File: config.mk
export PLATFORM = sky130hd
export DESIGN_NAME = accel_wrapper_pow_flat
export DESIGN_NICKNAME = d
export VERILOG_FILES = /design/src/rtl/accel_wrapper_pow_if.sv /design/src/rtl/accel_wrapper_pow.sv /design/src/flat_wrapper.sv
export SDC_FILE = /design/constraint.sdc
export NUM_CORES = 1
export LEC_CHECK = 0
export CORE_MARGIN = 10
export CORE_UTILIZATION = 35
export CTS_CLUSTER_SIZE = 30
export DETAILED_ROUTE_END_ITERATION = 10
export PLACE_DENSITY_LB_ADDON = 0.25
export SLEW_MARGIN = 20
export SYNTH_ARGS = -nofsm -noshare
export SYNTH_HDL_FRONTEND = slang
export SYNTH_SLANG_ARGS = --single-unit
File: constraint.sdc
create_clock -name clk -period 4.8 [get_ports clk]
set_input_delay 0.96 -clock clk [delete_from_list [all_inputs] [get_ports clk]]
set_output_delay 0.96 -clock clk [all_outputs]
set_load 0.005 [all_outputs]
File: src/rtl/accel_wrapper_pow_if.sv
// Host/result-memory bundle for accel_wrapper_pow: job launch (start/U/V),
// status (busy/done) and the wr_req/wr_ack result write port.
interface accel_wrapper_pow_if #(
    parameter int N_CH = 4,
    parameter int VW   = 5,
    parameter int UW   = 2,
    parameter int RW   = 21
);
    localparam int AW = (N_CH > 1) ? $clog2(N_CH) : 1;

    logic                 start;
    logic [UW-1:0]        U;
    logic [N_CH*VW-1:0]   V;
    logic                 wr_ack;
    logic                 busy;
    logic                 wr_req;
    logic [AW-1:0]        wr_addr;
    logic [RW-1:0]        wr_data;
    logic                 done;

    modport master (
        output start, U, V, wr_ack,
        input  busy, wr_req, wr_addr, wr_data, done
    );

    modport slave (
        input  start, U, V, wr_ack,
        output busy, wr_req, wr_addr, wr_data, done
    );
endinterface

File: src/rtl/accel_wrapper_pow.sv
// Multi-channel power engine: writes V_i^(U+1) per channel via wr_req/wr_ack, then pulses done.
// Optional macro ACC_SAT_EN: saturate the accumulator on overflow instead of wrapping mod 2^RW.
module accel_wrapper_pow #(
    parameter int N_CH = 4,
    parameter int VW   = 5,
    parameter int UW   = 2,
    parameter int RW   = 21
) (
    input  logic               clk,
    input  logic               rst,
    accel_wrapper_pow_if.slave bus
);
    localparam int AW = (N_CH > 1) ? $clog2(N_CH) : 1;
    localparam int PW = RW + VW;

    typedef enum logic [2:0] {IDLE, LOAD, MUL, WRITE, DONE} state_t;

    state_t             state, state_nxt;
    logic [UW-1:0]      u_lat, u_nxt;
    logic [N_CH*VW-1:0] v_lat, v_nxt;
    logic [AW-1:0]      ch, ch_nxt;
    logic [UW-1:0]      cnt, cnt_nxt;
    logic [RW-1:0]      acc, acc_nxt;

    function automatic logic [VW-1:0] word_at(input logic [N_CH*VW-1:0] v,
                                              input logic [AW-1:0] idx);
        return v[int'(idx)*VW +: VW];
    endfunction

    // One RW x VW multiply; overflow either clamps to all ones or wraps.
    function automatic logic [RW-1:0] mul_step(input logic [RW-1:0] a,
                                               input logic [VW-1:0] b);
        logic [PW-1:0] p;
        p = PW'(a) * PW'(b);
`ifdef ACC_SAT_EN
        if (|p[PW-1:RW]) return '1;
        return p[RW-1:0];
`else
        return p[RW-1:0];
`endif
    endfunction

    always_ff @(posedge clk) begin
        if (rst) begin
            state <= IDLE;
            u_lat <= '0;
            v_lat <= '0;
            ch    <= '0;
            cnt   <= '0;
            acc   <= '0;
        end else begin
            state <= state_nxt;
            u_lat <= u_nxt;
            v_lat <= v_nxt;
            ch    <= ch_nxt;
            cnt   <= cnt_nxt;
            acc   <= acc_nxt;
        end
    end

    always_comb begin
        state_nxt   = state;
        u_nxt       = u_lat;
        v_nxt       = v_lat;
        ch_nxt      = ch;
        cnt_nxt     = cnt;
        acc_nxt     = acc;
        bus.busy    = 1'b1;
        bus.wr_req  = 1'b0;
        bus.wr_addr = '0;
        bus.wr_data = '0;
        bus.done    = 1'b0;

        case (state)
            IDLE: begin
                bus.busy = 1'b0;
                if (bus.start) begin
                    u_nxt     = bus.U;
                    v_nxt     = bus.V;
                    state_nxt = LOAD;
                end
            end
            LOAD: begin
                ch_nxt    = '0;
                acc_nxt   = RW'(word_at(v_lat, '0));
                cnt_nxt   = u_lat;
                state_nxt = MUL;
            end
            MUL: begin
                // cnt counts remaining multiplies; the cnt==0 cycle is the hand-off to WRITE
                if (cnt == '0) begin
                    state_nxt = WRITE;
                end else begin
                    acc_nxt = mul_step(acc, word_at(v_lat, ch));
                    cnt_nxt = cnt - 1'b1;
                end
            end
            WRITE: begin
                bus.wr_req  = 1'b1;
                bus.wr_addr = ch;
                bus.wr_data = acc;
                if (bus.wr_ack) begin
                    if (ch == AW'(N_CH - 1)) begin
                        state_nxt = DONE;
                    end else begin
                        ch_nxt    = ch + 1'b1;
                        acc_nxt   = RW'(word_at(v_lat, ch + 1'b1));
                        cnt_nxt   = u_lat;
                        state_nxt = MUL;
                    end
                end
            end
            DONE: begin
                bus.done  = 1'b1;
                state_nxt = IDLE;
            end
            default: begin
                state_nxt = IDLE;
            end
        endcase
    end
endmodule
File: src/flat_wrapper.sv
// flat-port wrapper written by rule: the top's interface ports become plain ports
module accel_wrapper_pow_flat 
#(
    parameter int N_CH = 4,
    parameter int VW   = 5,
    parameter int UW   = 2,
    parameter int RW   = 21
)
  (clk, rst, bus_start, bus_U, bus_V, bus_wr_ack, bus_busy, bus_wr_req, bus_wr_addr, bus_wr_data, bus_done);
  accel_wrapper_pow_if #(.N_CH(N_CH), .VW(VW), .UW(UW), .RW(RW)) bus_i ();
  input  logic clk;
  input  logic rst;
  input wire logic [$bits(bus_i.start)-1:0] bus_start;
  input wire logic [$bits(bus_i.U)-1:0] bus_U;
  input wire logic [$bits(bus_i.V)-1:0] bus_V;
  input wire logic [$bits(bus_i.wr_ack)-1:0] bus_wr_ack;
  output wire logic [$bits(bus_i.busy)-1:0] bus_busy;
  output wire logic [$bits(bus_i.wr_req)-1:0] bus_wr_req;
  output wire logic [$bits(bus_i.wr_addr)-1:0] bus_wr_addr;
  output wire logic [$bits(bus_i.wr_data)-1:0] bus_wr_data;
  output wire logic [$bits(bus_i.done)-1:0] bus_done;
  assign bus_i.start = bus_start;
  assign bus_i.U = bus_U;
  assign bus_i.V = bus_V;
  assign bus_i.wr_ack = bus_wr_ack;
  assign bus_busy = bus_i.busy;
  assign bus_wr_req = bus_i.wr_req;
  assign bus_wr_addr = bus_i.wr_addr;
  assign bus_wr_data = bus_i.wr_data;
  assign bus_done = bus_i.done;
  accel_wrapper_pow #(.N_CH(N_CH), .VW(VW), .UW(UW), .RW(RW)) u_core (.clk(clk), .rst(rst), .bus(bus_i));
endmodule
# Word level (Yosys, flattened, before mapping)
# Cells that the tools add are included.
totals:
  ff_bits: 50
  input_bits: 26
  out_inout_bits: 26
  word_cells: 52
classes:
  n_addsub: 2
  n_mul: 3
  n_eq_ne: 10
  n_shift: 2
  mux: 21
  reduce_logical: 8
op_table:
  columns: ["operator", "n"]
  rows:
  - ["two-way mux 21 bit", 4]
  - ["indexed part select 20 x 32 -> 5 bit", 2]
  - ["one-hot mux 21 bit (3 select lines)", 1]
  - ["multiplier 21 x 5 -> 21 bit", 1]
  - ["two-way mux 2 bit", 6]
  - ["two-way mux 3 bit", 4]
  - ["one-hot mux 3 bit (4 select lines)", 1]
  - ["multiplier 2 x 3 -> 5 bit, second input constant", 2]
  - ["inequality test 2 bit, second input constant", 4]
  - ["equality test 3 x 2 -> 1 bit, second input constant", 2]
  - ["one-hot mux 2 bit (3 select lines)", 1]
  - ["AND reduction 3 bit", 2]
  - ["one-hot mux 2 bit (2 select lines)", 1]
  - ["AND reduction 4 bit", 1]
  - ["equality test 3 x 1 -> 1 bit, second input constant", 1]
  - ["equality test 3 bit, second input constant", 1]
  - ["zero test 3 bit", 1]
  - ["two-way mux 1 bit", 3]
  - ["nonzero test 3 bit", 1]
  - ["adder 2 x 1 -> 2 bit, second input constant", 1]
  - ["equality test 2 bit, second input constant", 1]
  - ["zero test 2 bit", 1]
  - ["inequality test 2 x 1 -> 1 bit, second input constant", 1]
  - ["AND reduction 2 bit", 1]
  - ["2 further kinds", 2]

# Logic depth before layout (Yosys ltp)
depth:
  depth_word: 6
  mapped_depth: 18
  mapped_depth_nobuf: 16

# Worst setup path before layout
# Ideal clock, no wire load.
synth_timing:
  kind: "register to register"
  from: "register u_core.ch[1]"
  to: "register u_core.acc[18]"
  setup_time_ns: 0.117
  arrival_ns: 4.797
  t_required_ns: 4.683
  path_slack_ns: -0.114
  path_stages_with_launch: 18
  n_path_buf: 2
  period_less_slack_ns: 4.914
  path_cell_list: "dfxtp_1 buf_6 mux4_1 clkbuf_1 and2_1 fa_1 fa_1 inv_1 fa_1 inv_1 ha_1 and3_1 a221oi_1 nand2_1 o21ai_0 a21oi_1 or3_1 a32o_1"
synth_via:
  elab_chain_cells: 5
  elab_cells_between_ends: 8
  classes_between: "mul (2); eq/ne (2); shift (1); mux (2); reduce/logical (1)"
synth_rtl:
  columns: ["element", "line_no", "rtl"]
  rows:
  - ["start, declared", "accel_wrapper_pow.sv:21", "logic [AW-1:0] ch, ch_nxt;"]
  - ["start signal, assigned", "accel_wrapper_pow.sv:55", "ch <= ch_nxt;"]
  - ["multiplier 2 x 3 -> 5 bit", "accel_wrapper_pow.sv:27", "return v[int'(idx)*VW +: VW];"]
  - ["indexed part select 20 x 32 -> 5 bit", "accel_wrapper_pow.sv:27", null]
  - ["multiplier 21 x 5 -> 21 bit", "accel_wrapper_pow.sv:34", "p = PW'(a) * PW'(b);"]
  - ["two-way mux 21 bit", "accel_wrapper_pow.sv:91", "if (cnt == '0) begin"]
  - ["one-hot mux 21 bit (3 select lines)", "accel_wrapper_pow.sv:74", "case (state)"]
  - ["end signal, assigned", "accel_wrapper_pow.sv:57", "acc <= acc_nxt;"]
  - ["end, declared", "accel_wrapper_pow.sv:23", "logic [RW-1:0] acc, acc_nxt;"]
# Parallel ways exist; a longest one is shown, timed or not. The select of a mux whose other input is x is not followed.
# A chain may end at the register's enable or synchronous reset.

# Worst setup path in the final report
layout_timing:
  from: "register u_core.ch[0]"
  to: "register u_core.acc[18]"
# Same word-level chain as after synthesis.

==> impl_metrics.csv <==
group,metric,value,unit
finish,nets,776,
cts,cts_buffer_depth,2,
finish,drive_gt1_frac,0.109,
global_route,grt_pass1_wl,22.6,mm
synthesis,synth-seq-cells,50,
cts,cts_max_level,2,
routing,vias_per_cell,5.16,
worst_setup_path,max_stage_delay,570,ps
routing,wirelength,13.9,mm
sta,slew_violations,0,
synthesis,async_flop_share,0,
sta,finalCritPeriodShare,0.971,
synthesis,synth_top_cells_by_area,"dfxtp_1, fa_1, and2_1",
synthesis,synth-edff-count,0,
cts,clockRootBuffer,"clkbuf_16",
routing,route.detailed.drc,0,
power,combPwrFrac,0.206,
power,peakVddDrop,0.000153,V
synthesis,syn-num-nets,718,
power,p_sw,0.347,mW
synthesis,synth_warnings,0,
die,rows,43,
die,io_pins,52,
worst_setup_path,cp_slowest_cell,"mux4_2",
finish,layout.cells.most_common,"nand2_1",
synthesis,synth_ff_type,"dfxtp_1",
routing,vias,4413,
min_path,hold_class,"reg2reg",
worst_setup_path,cp_num_buf_inv,3,
synthesis,postSynthAreaPerCell,8.17,sq um
worst_setup_path,critPathRequiredTime,4990,ps
worst_setup_path,crit_fanout,6,
synthesis,synth_seq_area_share,0.198,
worst_setup_path,critPathLaunchType,"flip-flop",
sta,fin_skew,9.67,ps
die,die_w,140,um
worst_setup_path,cp_common_cell,"fa_1",
sta,setup_tns,0,ps
finish,synthToLayoutAreaGrowth,22.6,%
sta,final.min_clock_period,4660,ps
power,power_density,182,mW/mm^2
worst_setup_path,path_cells,"mux4_2, buf_4, and2_1, fa_1, fa_1, inv_1, fa_1, inv_1, ha_2, a21o_1, nand2_1, a21oi_2, o21ai_2, a21oi_2, or3_1, a32o_1",
worst_setup_path,crit_type,"reg2reg",
die,core_area,0.0140,sq mm
cts,clkLatencyLatePin,300,ps
power,netSwitchingFraction,0.308,
placed_design,place_congestion,0.906,
worst_setup_path,critical_path.endpoint_type,"flip-flop",
cts,cts_buffers,5,
global_route,gr-total-overflow,0,
cts,clkTransAtPathRegs,80,ps
placed_design,port_buffers,51,
sta,hold_violations,0,
synthesis,postSynthCellCount,617,
global_route,grt_usage,0.138,
global_route,first_global_vias,4376,
cts,ctsHoldBuffers,0,
finish,fin_util,0.442,
finish,final_cell_mix,"nand2_1, inv_1, and2_1",
finish,nFillCells,1422,
cts,cts_sinks,50,
worst_setup_path,cp_top_family,"adder cells",
die,die_y,140,um
power,intPower,0.779,mW
sta,finalSetupViolCount,0,
sta,max_freq,214,MHz
global_route,grt_max_degree,33,
power,p_seq_frac,0.419,
die,initial_utilization,0.361,
power,leakage,2.79,nW
routing,drt.antenna.violating_nets,0,
synthesis,ys_types,47,
sta,worstMarginPinSlew,878,ps
synthesis,synth_top_cell_by_area,"dfxtp_1",
power,pwr-share-clk,0.375,
sta,relSlewSlack,0.414,
cts,cts_tree,"done",
outcome,status,"finished, final reports clean",
routing,firstDrtPassIters,5,
flow_run,cap_violations,0,
routing,wl_per_cell,16.2,um
synthesis,synthesis.area,0.00504,sq mm
finish,n_antenna_cell,0,
die,dieArea,0.0196,sq mm
global_route,antenna_found_initial,0,
synthesis,synth_top_cell_area_share,0.198,
placed_design,dp_hpwl,10.8,mm
worst_setup_path,cp.arrival,4850,ps
routing,drtIter0Drc,245,
-- what timing repair did --
item	4_1_cts	5_1_grt
gates cloned	1	0
endpoints found under the setup margin	1	7
resized for setup	2	31
pin swaps	0	19
buffers inserted	1	1
-- cells in the mapped netlist, types with 3 or more instances --
cell type  instances
a21o_1             9
a21oi_1           44
a221oi_1           4
a22oi_1            3
and2_1            70
and3_1            26
clkbuf_1          27
dfxtp_1           50
fa_1              50
ha_1              25
inv_1             74
mux2i_1            5
mux4_1             4
mux4_2             6
nand2_1          103
nand2b_1           4
nand3_1           10
nor2_1            24
nor2b_1            4
nor3_1             7
o211ai_1           5
o21ai_0           14
o21bai_1           5
or3_1              3
xnor2_1           15
xor2_1             3
-- state kept, by name, indices dropped and copies added (netlist names) --
register and cells:
u_core.u_lat 2, u_core.v_lat 20, u_core.state 3, u_core.cnt 2, u_core.ch 2, u_core.acc 21
-- power by group through the flow --
| stage | Combinational (mW) | Sequential (mW) | Clock [mW] |
|---|---|---|---|
| 6_report | 0.232 | 0.472 | 0.422 |
| 5_1_grt | 0.258 | 0.477 | 0.444 |
| 4_1_cts | 0.229 | 0.473 | 0.428 |
| 3_5_place_dp | 0.226 | 0.481 | 0 |
| 3_3_place_gp | 0.222 | 0.480 | 0 |
| 2_1_floorplan | 0.148 | 0.462 | 0 |
-- cell type report --
class | instances | area [sq um] | share of cell area
clock buffer | 5 | 125 | 0.0202
inverter | 74 | 278 | 0.0449
sequential | 50 | 1010 | 0.163
clock inverter | 3 | 43.8 | 0.00708
tap | 180 | 225 | 0.0364
multi-input combinational | 464 | 3760 | 0.609
timing repair buffer | 80 | 743 | 0.120
-- metal layers --
metal  part of all wire  track usage
met3              0.059       0.0297
met5                  0            0
met1               0.47        0.187
met2               0.46        0.218
met4              0.014       0.0299
-- logic make-up (layout without fill, tap and decap cells) --
group           count (synthesis)  after routing  synth area share
compound gates                 96             96             0.117
xor+xnor                       18             18            0.0313
fa+ha+maj                      75             75             0.260
buf+inv                       104            162            0.0791
flops                          50             50             0.198
mux                            15             16            0.0576
simple gates                  259            259             0.256
-- through the flow --
step                hold slack [ps]  power [mW]  cell area [sq um]  cells  worst slack, ps
floorplan                       436       0.610               5030    617             16.7
finish                          468        1.13               6190    856              138
CTS                             472        1.13               6060    855             26.8
global placement                458       0.702               5850    845             38.4
detailed placement              462       0.707               5850    845            -52.4
global route                    498        1.18               6190    856            -19.6
-- final timing paths --
kind / from / end / slack (ps) / depth (start not counted)
min reg2reg: u_core.u_lat[0] / u_core.u_lat[0] / 470 / 2
min: u_core.u_lat[0] / u_core.u_lat[0] / 470 / 2
max: u_core.ch[0] / u_core.acc[18] / 140 / 16
max reg2reg: u_core.ch[0] / u_core.acc[18] / 140 / 16
-- worst register-to-register path, delay by kind of cell (launching register included) --
family | cells | cell delay (ps)
flops | 1 | 340
buf+inv | 3 | 270
mux | 1 | 570
fa+ha+maj | 4 | 1900
simple gates | 3 | 650
compound gates | 5 | 820
Power figures use the tool's default switching activity.
